<file path="src/rtl/mono_rom_scaler_if.sv">
// Video/ROM bus between the display timing side and mono_rom_scaler.
// Build option: MONO_SCALER_INVERT_EN adds the invert input.
interface mono_rom_scaler_if #(
  parameter int CORDW = 16,
  parameter int ADDRW = 15
);
  logic                    frame;
  logic signed [CORDW-1:0] sx;
  logic signed [CORDW-1:0] sy;
  logic                    de;
`ifdef MONO_SCALER_INVERT_EN
  logic                    invert;
`endif
  logic [ADDRW-1:0]        rom_addr;
  logic                    rom_data;
  logic [11:0]             pix_colr;
  logic                    pix_de;

`ifdef MONO_SCALER_INVERT_EN
  modport master (
    output frame, sx, sy, de, invert, rom_data,
    input  rom_addr, pix_colr, pix_de
  );

  modport slave (
    input  frame, sx, sy, de, invert, rom_data,
    output rom_addr, pix_colr, pix_de
  );
`else
  modport master (
    output frame, sx, sy, de, rom_data,
    input  rom_addr, pix_colr, pix_de
  );

  modport slave (
    input  frame, sx, sy, de, rom_data,
    output rom_addr, pix_colr, pix_de
  );
`endif
endinterface

</file>
<file path="src/rtl/mono_rom_scaler.sv">
// Reads a 1-bit image ROM for the display, replicating each source pixel SCALE x SCALE.
// Build option: MONO_SCALER_INVERT_EN adds an invert input XORed with the ROM bit.
module mono_rom_scaler #(
  parameter int          IMG_W = 160,
  parameter int          IMG_H = 120,
  parameter int          SCALE = 4,
  parameter int          X_OFF = 0,
  parameter int          Y_OFF = 0,
  parameter int          CORDW = 16,
  parameter logic [11:0] FG    = 12'hFFF,
  parameter logic [11:0] BG    = 12'h000
) (
  input logic              clk,
  input logic              rst,
  mono_rom_scaler_if.slave bus
);
  localparam int ADDRW = $clog2(IMG_W * IMG_H);
  localparam int CNTW  = (SCALE > 1) ? $clog2(SCALE) : 1;

  localparam logic signed [CORDW-1:0] X_LO   = CORDW'(X_OFF);
  localparam logic signed [CORDW-1:0] X_HI   = CORDW'(X_OFF + IMG_W * SCALE);
  localparam logic signed [CORDW-1:0] X_LAST = CORDW'(X_OFF + IMG_W * SCALE - 1);
  localparam logic signed [CORDW-1:0] Y_LO   = CORDW'(Y_OFF);
  localparam logic signed [CORDW-1:0] Y_HI   = CORDW'(Y_OFF + IMG_H * SCALE);

  localparam logic [ADDRW-1:0] ROW_STEP  = ADDRW'(IMG_W);
  localparam logic [ADDRW-1:0] LAST_BASE = ADDRW'(IMG_W * (IMG_H - 1));
  localparam logic [CNTW-1:0]  CNT_MAX   = CNTW'(SCALE - 1);

  logic [ADDRW-1:0] addr_q, addr_d;
  logic [ADDRW-1:0] base_q, base_d;
  logic [CNTW-1:0]  cnt_x_q, cnt_x_d;
  logic [CNTW-1:0]  cnt_y_q, cnt_y_d;

  logic             win_d1_q, de_d1_q;
  logic [11:0]      pix_colr_q, pix_colr_d;
  logic             pix_de_q;

  logic             win, last_x, bit_on;

  assign win = bus.de
            && (bus.sx >= X_LO) && (bus.sx < X_HI)
            && (bus.sy >= Y_LO) && (bus.sy < Y_HI);
  assign last_x = (bus.sx == X_LAST);

  // NOTE: every always_comb output gets a default first, so no path can infer a latch.
  always_comb begin
    addr_d  = addr_q;
    base_d  = base_q;
    cnt_x_d = cnt_x_q;
    cnt_y_d = cnt_y_q;
    if (bus.frame) begin
      addr_d  = '0;
      base_d  = '0;
      cnt_x_d = '0;
      cnt_y_d = '0;
    end else if (win) begin
      if (last_x) begin
        cnt_x_d = '0;
        if (cnt_y_q == CNT_MAX) begin
          cnt_y_d = '0;
          // Wrapping after the last source row keeps the next frame aligned without a frame pulse.
          if (base_q == LAST_BASE) begin
            addr_d = '0;
            base_d = '0;
          end else begin
            base_d = base_q + ROW_STEP;
            addr_d = base_q + ROW_STEP;
          end
        end else begin
          cnt_y_d = cnt_y_q + 1'b1;
          addr_d  = base_q;
        end
      end else if (cnt_x_q == CNT_MAX) begin
        cnt_x_d = '0;
        addr_d  = addr_q + 1'b1;
      end else begin
        cnt_x_d = cnt_x_q + 1'b1;
      end
    end
  end

`ifdef MONO_SCALER_INVERT_EN
  logic inv_d1_q;

  always_ff @(posedge clk or posedge rst) begin
    if (rst) inv_d1_q <= 1'b0;
    else     inv_d1_q <= bus.invert;
  end

  assign bit_on = bus.rom_data ^ inv_d1_q;
`else
  assign bit_on = bus.rom_data;
`endif

  // rom_data arrives one cycle after rom_addr, so it meets the stage-1 window flag here.
  always_comb begin
    pix_colr_d = BG;
    if (win_d1_q && bit_on) pix_colr_d = FG;
  end

  // NOTE: registers use non-blocking assignments so every flop samples pre-edge values.
  always_ff @(posedge clk or posedge rst) begin
    if (rst) begin
      addr_q     <= '0;
      base_q     <= '0;
      cnt_x_q    <= '0;
      cnt_y_q    <= '0;
      win_d1_q   <= 1'b0;
      de_d1_q    <= 1'b0;
      pix_colr_q <= '0;
      pix_de_q   <= 1'b0;
    end else begin
      addr_q     <= addr_d;
      base_q     <= base_d;
      cnt_x_q    <= cnt_x_d;
      cnt_y_q    <= cnt_y_d;
      win_d1_q   <= win;
      de_d1_q    <= bus.de;
      pix_colr_q <= pix_colr_d;
      pix_de_q   <= de_d1_q;
    end
  end

  assign bus.rom_addr = addr_q;
  assign bus.pix_colr = pix_colr_q;
  assign bus.pix_de   = pix_de_q;
endmodule

</file>
<file path="src/flat_wrapper.sv">
// flat-port wrapper written by rule: the top's interface ports become plain ports
module mono_rom_scaler_flat 
#(
  parameter int          IMG_W = 160,
  parameter int          IMG_H = 120,
  parameter int          SCALE = 4,
  parameter int          X_OFF = 0,
  parameter int          Y_OFF = 0,
  parameter int          CORDW = 16,
  parameter logic [11:0] FG    = 12'hFFF,
  parameter logic [11:0] BG    = 12'h000
)
  (clk, rst, bus_frame, bus_sx, bus_sy, bus_de, bus_rom_data, bus_rom_addr, bus_pix_colr, bus_pix_de);
  mono_rom_scaler_if #(.CORDW(CORDW), .ADDRW(15)) bus_i ();
  input logic clk;
  input logic rst;
  input wire logic [$bits(bus_i.frame)-1:0] bus_frame;
  input wire logic [$bits(bus_i.sx)-1:0] bus_sx;
  input wire logic [$bits(bus_i.sy)-1:0] bus_sy;
  input wire logic [$bits(bus_i.de)-1:0] bus_de;
  input wire logic [$bits(bus_i.rom_data)-1:0] bus_rom_data;
  output wire logic [$bits(bus_i.rom_addr)-1:0] bus_rom_addr;
  output wire logic [$bits(bus_i.pix_colr)-1:0] bus_pix_colr;
  output wire logic [$bits(bus_i.pix_de)-1:0] bus_pix_de;
  assign bus_i.frame = bus_frame;
  assign bus_i.sx = bus_sx;
  assign bus_i.sy = bus_sy;
  assign bus_i.de = bus_de;
  assign bus_i.rom_data = bus_rom_data;
  assign bus_rom_addr = bus_i.rom_addr;
  assign bus_pix_colr = bus_i.pix_colr;
  assign bus_pix_de = bus_i.pix_de;
  mono_rom_scaler #(.IMG_W(IMG_W), .IMG_H(IMG_H), .SCALE(SCALE), .X_OFF(X_OFF), .Y_OFF(Y_OFF), .CORDW(CORDW), .FG(FG), .BG(BG)) u_core (.clk(clk), .rst(rst), .bus(bus_i));
endmodule
</file>
<file path="config.mk">
export PLATFORM = sky130hd
export DESIGN_NAME = mono_rom_scaler_flat
export DESIGN_NICKNAME = d
export VERILOG_FILES = /design/src/rtl/mono_rom_scaler_if.sv /design/src/rtl/mono_rom_scaler.sv /design/src/flat_wrapper.sv
export SDC_FILE = /design/constraint.sdc
export NUM_CORES = 1
export LEC_CHECK = 0
export BUFFER_PORTS_ARGS = -buffer_cell sky130_fd_sc_hd__buf_2
export CAP_MARGIN = 25
export CELL_PAD_IN_SITES_DETAIL_PLACEMENT = 0
export CELL_PAD_IN_SITES_GLOBAL_PLACEMENT = 1
export CORE_MARGIN = 4
export CORE_UTILIZATION = 42
export CTS_CLUSTER_SIZE = 28
export DETAILED_ROUTE_END_ITERATION = 10
export GPL_TIMING_DRIVEN = 0
export HOLD_SLACK_MARGIN = 0.12
export PLACE_DENSITY = 0.83
export SETUP_SLACK_MARGIN = 0.3
export SLEW_MARGIN = 20
export SYNTH_ARGS = -nofsm -noshare
export SYNTH_HDL_FRONTEND = slang
export SYNTH_SLANG_ARGS = --single-unit
export TNS_END_PERCENT = 5
</file>
<file path="constraint.sdc">
create_clock -name clk -period 3.7 [get_ports clk]
set_input_delay 0.185 -clock clk [delete_from_list [all_inputs] [get_ports clk]]
set_output_delay 0.185 -clock clk [all_outputs]
set_load 0.02 [all_outputs]
</file>
==> results.cfg <==
[status]
status = completed

[floorplanning]
core_sq_um = 5540
die_h_um = 83.85
ioPinCount = 65
die_w_um = 83.85
start_util = 0.4361
die_area_sq_um = 7030
fp-row-count = 27

[critical_path]
cp.arrival_ns = 2.74
path_cells = dlygate4sd3_1 > buf_2 > nor4b_1 > and4_1 > clkbuf_1 > nand2_1 > inv_1 > o21ai_0 > a221oi_1
crit_path_start_kind = input port
crit_type = in2reg
crit_required_ns = 3.90
end_kind = flip-flop
crit_path_max_fanout = 9
rrSetupSlack_ns = 1.30
rr_worst_depth = 6
reg2reg_to = u_core.bus.rom_addr[8]
critical-path-max-stage-delay_ns = 0.53
slowest_stage = dlygate4sd3_1
r2r_start = u_core.base_q[7]

[power_and_ir_drop]
peakVddDrop_uv = 160.3
p_seq_frac = 0.502
netSwitchingFraction = 0.2150
pwr-share-clk = 0.443
p_comb_frac = 0.055
power_density_nw_per_um2 = 279.6
switching_power_uw = 178.3
cellLeakagePower_uw = 0.001309
p_int_uw = 651.2

[timing]
slew_viol_final = 0
period_share = 0.6878
finalSetupViolCount = 0
tightest_slew_ns = 0.6171
period_minus_slack_ns = 2.545
worst_slew_margin_rel = 0.5868
skew_ns = 0.01085
setup_tns_ns = 0
grt_setup_unrepaired = false
hold_viol_final = 0
fmax_mhz = 393.0
setup_slack_ns = 1.155

[min_path]
hold_path.class = in2reg
holdPathStages = 5
hp-start = bus_sx[15]
whs_endpoint = u_core.bus.rom_addr[14]

[drt]
drcViolationCount = 0
ant_nets = 0
wl_per_cell_um = 16.08
num_vias = 2320
drtPass1Iterations = 4
vias_per_cell = 5.617
wl_um = 6641
drt_iter0_markers = 160

[layout]
final_cell_mix = 62 x buf_2, 38 x dfrtp_1, 24 x a21oi_1
final_common_cell = buf_2
nets = 382
area_growth_pct = 22.79
n_antenna_cell = 0
drive_gt1_frac = 0.2874

[grt]
antenna_found_initial = 0
grt_max_degree = 24
overflow = 0
grt_pass1_vias = 2276
grt_pass1_wl_um = 11120
grt_usage = 0.1954

[yosys]
yosys_register_bits = 38
ys.flop_type = dfrtp_1
syn_nets = 313
syn_inst = 272
seq_area_frac_synth = 0.3936
synth_edf_count = 0
ys_async_sr_fraction = 1.000
synth_warnings = 0
syn-mean-instance-area_sq_um = 8.883
synth_area_sq_um = 2416
ys_types = 53

[clocking]
cts_tree = done
post-cts-setup-buffer-count = 0
cts.repair.resized = 0
cts_buffer_depth = 2
htree_levels = 2
cts_root_buffer = clkbuf_8
clk_pin_slew_worst_paths_ns = 0.08
cts.sinks = 38
insertion_delay_ns = 0.30
cts_inserted_buffers = 5
cts_hold_buf = 3

[place]
io_buffer_count = 58
pre_cts_ws_ns = 1.280
gp_congestion = 0.8284
place_hpwl_um = 5009

[run]
maxCapViolations = 0
## Yosys cell counts (all sizes together), types with 6 or more instances
cell type,count,area share
nand4,10,0.026
buf,17,0.049
and2,11,0.028
dfrtp,38,0.39
nor4,9,0.032
nand2,23,0.037
o21ai,21,0.044
xnor2,8,0.029
inv,7,0.011
a21oi,24,0.050
nor3,11,0.034
nand3,9,0.019
nor2b,6,0.016
nor2,16,0.026
## stage by stage
stage	power [uW]	cells	hold WS, ns	utilization	instance area, sq um
6_report	829.5	413	0.3510	0.5355	2967
5_1_grt	862.2	413	0.3699	0.5355	2967
4_1_cts	837.3	413	0.3403	0.5355	2967
3_5_place_dp	468.8	403	0.1886	0.5097	2824
3_3_place_gp	464.3	402	0.3067	0.5047	2796
2_1_floorplan	441.1	272	0.2164	-	2416
## registers in the layout, summed over array words and instances, names as in the netlist
signal	flops
u_core.cnt_y_q	2
u_core.win_d1_q	1
u_core.bus.pix_de	1
u_core.bus.rom_addr	15
u_core.cnt_x_q	2
u_core.base_q	15
u_core.de_d1_q	1
u_core.bus.pix_colr	1
## worst max-delay path, delay by kind of cell
| family | cells | cell delay (ns) |
|---|---|---|
| AO/OA/AOI/OAI | 2 | 0.43 |
| buffers and inverters | 4 | 1.27 |
| AND/OR/NAND/NOR | 3 | 0.86 |
## metal layers
layer / track usage / share of wire / routed length (um) / vias up
met2: 0.3247 / 0.47 / 3117 / 68
li1: - / - / - / 1136
met1: 0.2575 / 0.46 / 3034 / 1106
met4: 0.06140 / 0.013 / 85 / 0
met3: 0.03554 / 0.061 / 404 / 10
met5: 0 / 0 / 0 / -
## worst max-delay path by stage
stage | from | to | slack (ns)
2_1_floorplan | u_core.base_q[7] | u_core.bus.rom_addr[9] | 1.57
3_3_place_gp | u_core.base_q[7] | u_core.bus.rom_addr[8] | 1.29
3_5_place_dp | u_core.base_q[7] | u_core.bus.rom_addr[8] | 1.28
4_1_cts | bus_de | u_core.bus.rom_addr[13] | 1.19
5_1_grt | bus_de | u_core.bus.rom_addr[13] | 0.97
6_report | bus_de | u_core.bus.rom_addr[13] | 1.16
## power by group through the flow
stage	clock network, uW	registers (uW)	logic (uW)
after CTS	374	416	46.8
after detailed placement	0	425	44.2
final	367	416	45.6
after global placement	0	425	39.8
after floorplan	0	425	15.8
after global routing	394	416	51.7
## cell type report
| cell class | count | area (sq um) |
|---|---|---|
| clock inverters | 1 | 30.03 |
| flip-flops and latches | 38 | 950.9 |
| fillers | 560 | 2574 |
| clock buffers | 6 | 82.58 |
| repair buffers | 62 | 347.8 |
| inverters | 7 | 26.28 |
| plain buffers | 22 | 136.4 |
| multi-input cells | 205 | 1303 |
| well taps | 72 | 90.09 |
## cell families (layout without fill, tap and decap cells)
kind of cell	after synthesis	after routing	share of synthesized area
fa+ha+maj	4	4	0.02072
buf+inv	29	98	0.06732
flops	38	38	0.3936
simple gates	120	120	0.2978
xor+xnor	11	11	0.03988
mux	2	2	0.008286
compound gates	68	68	0.1725
(Power assumes the default switching activity.)
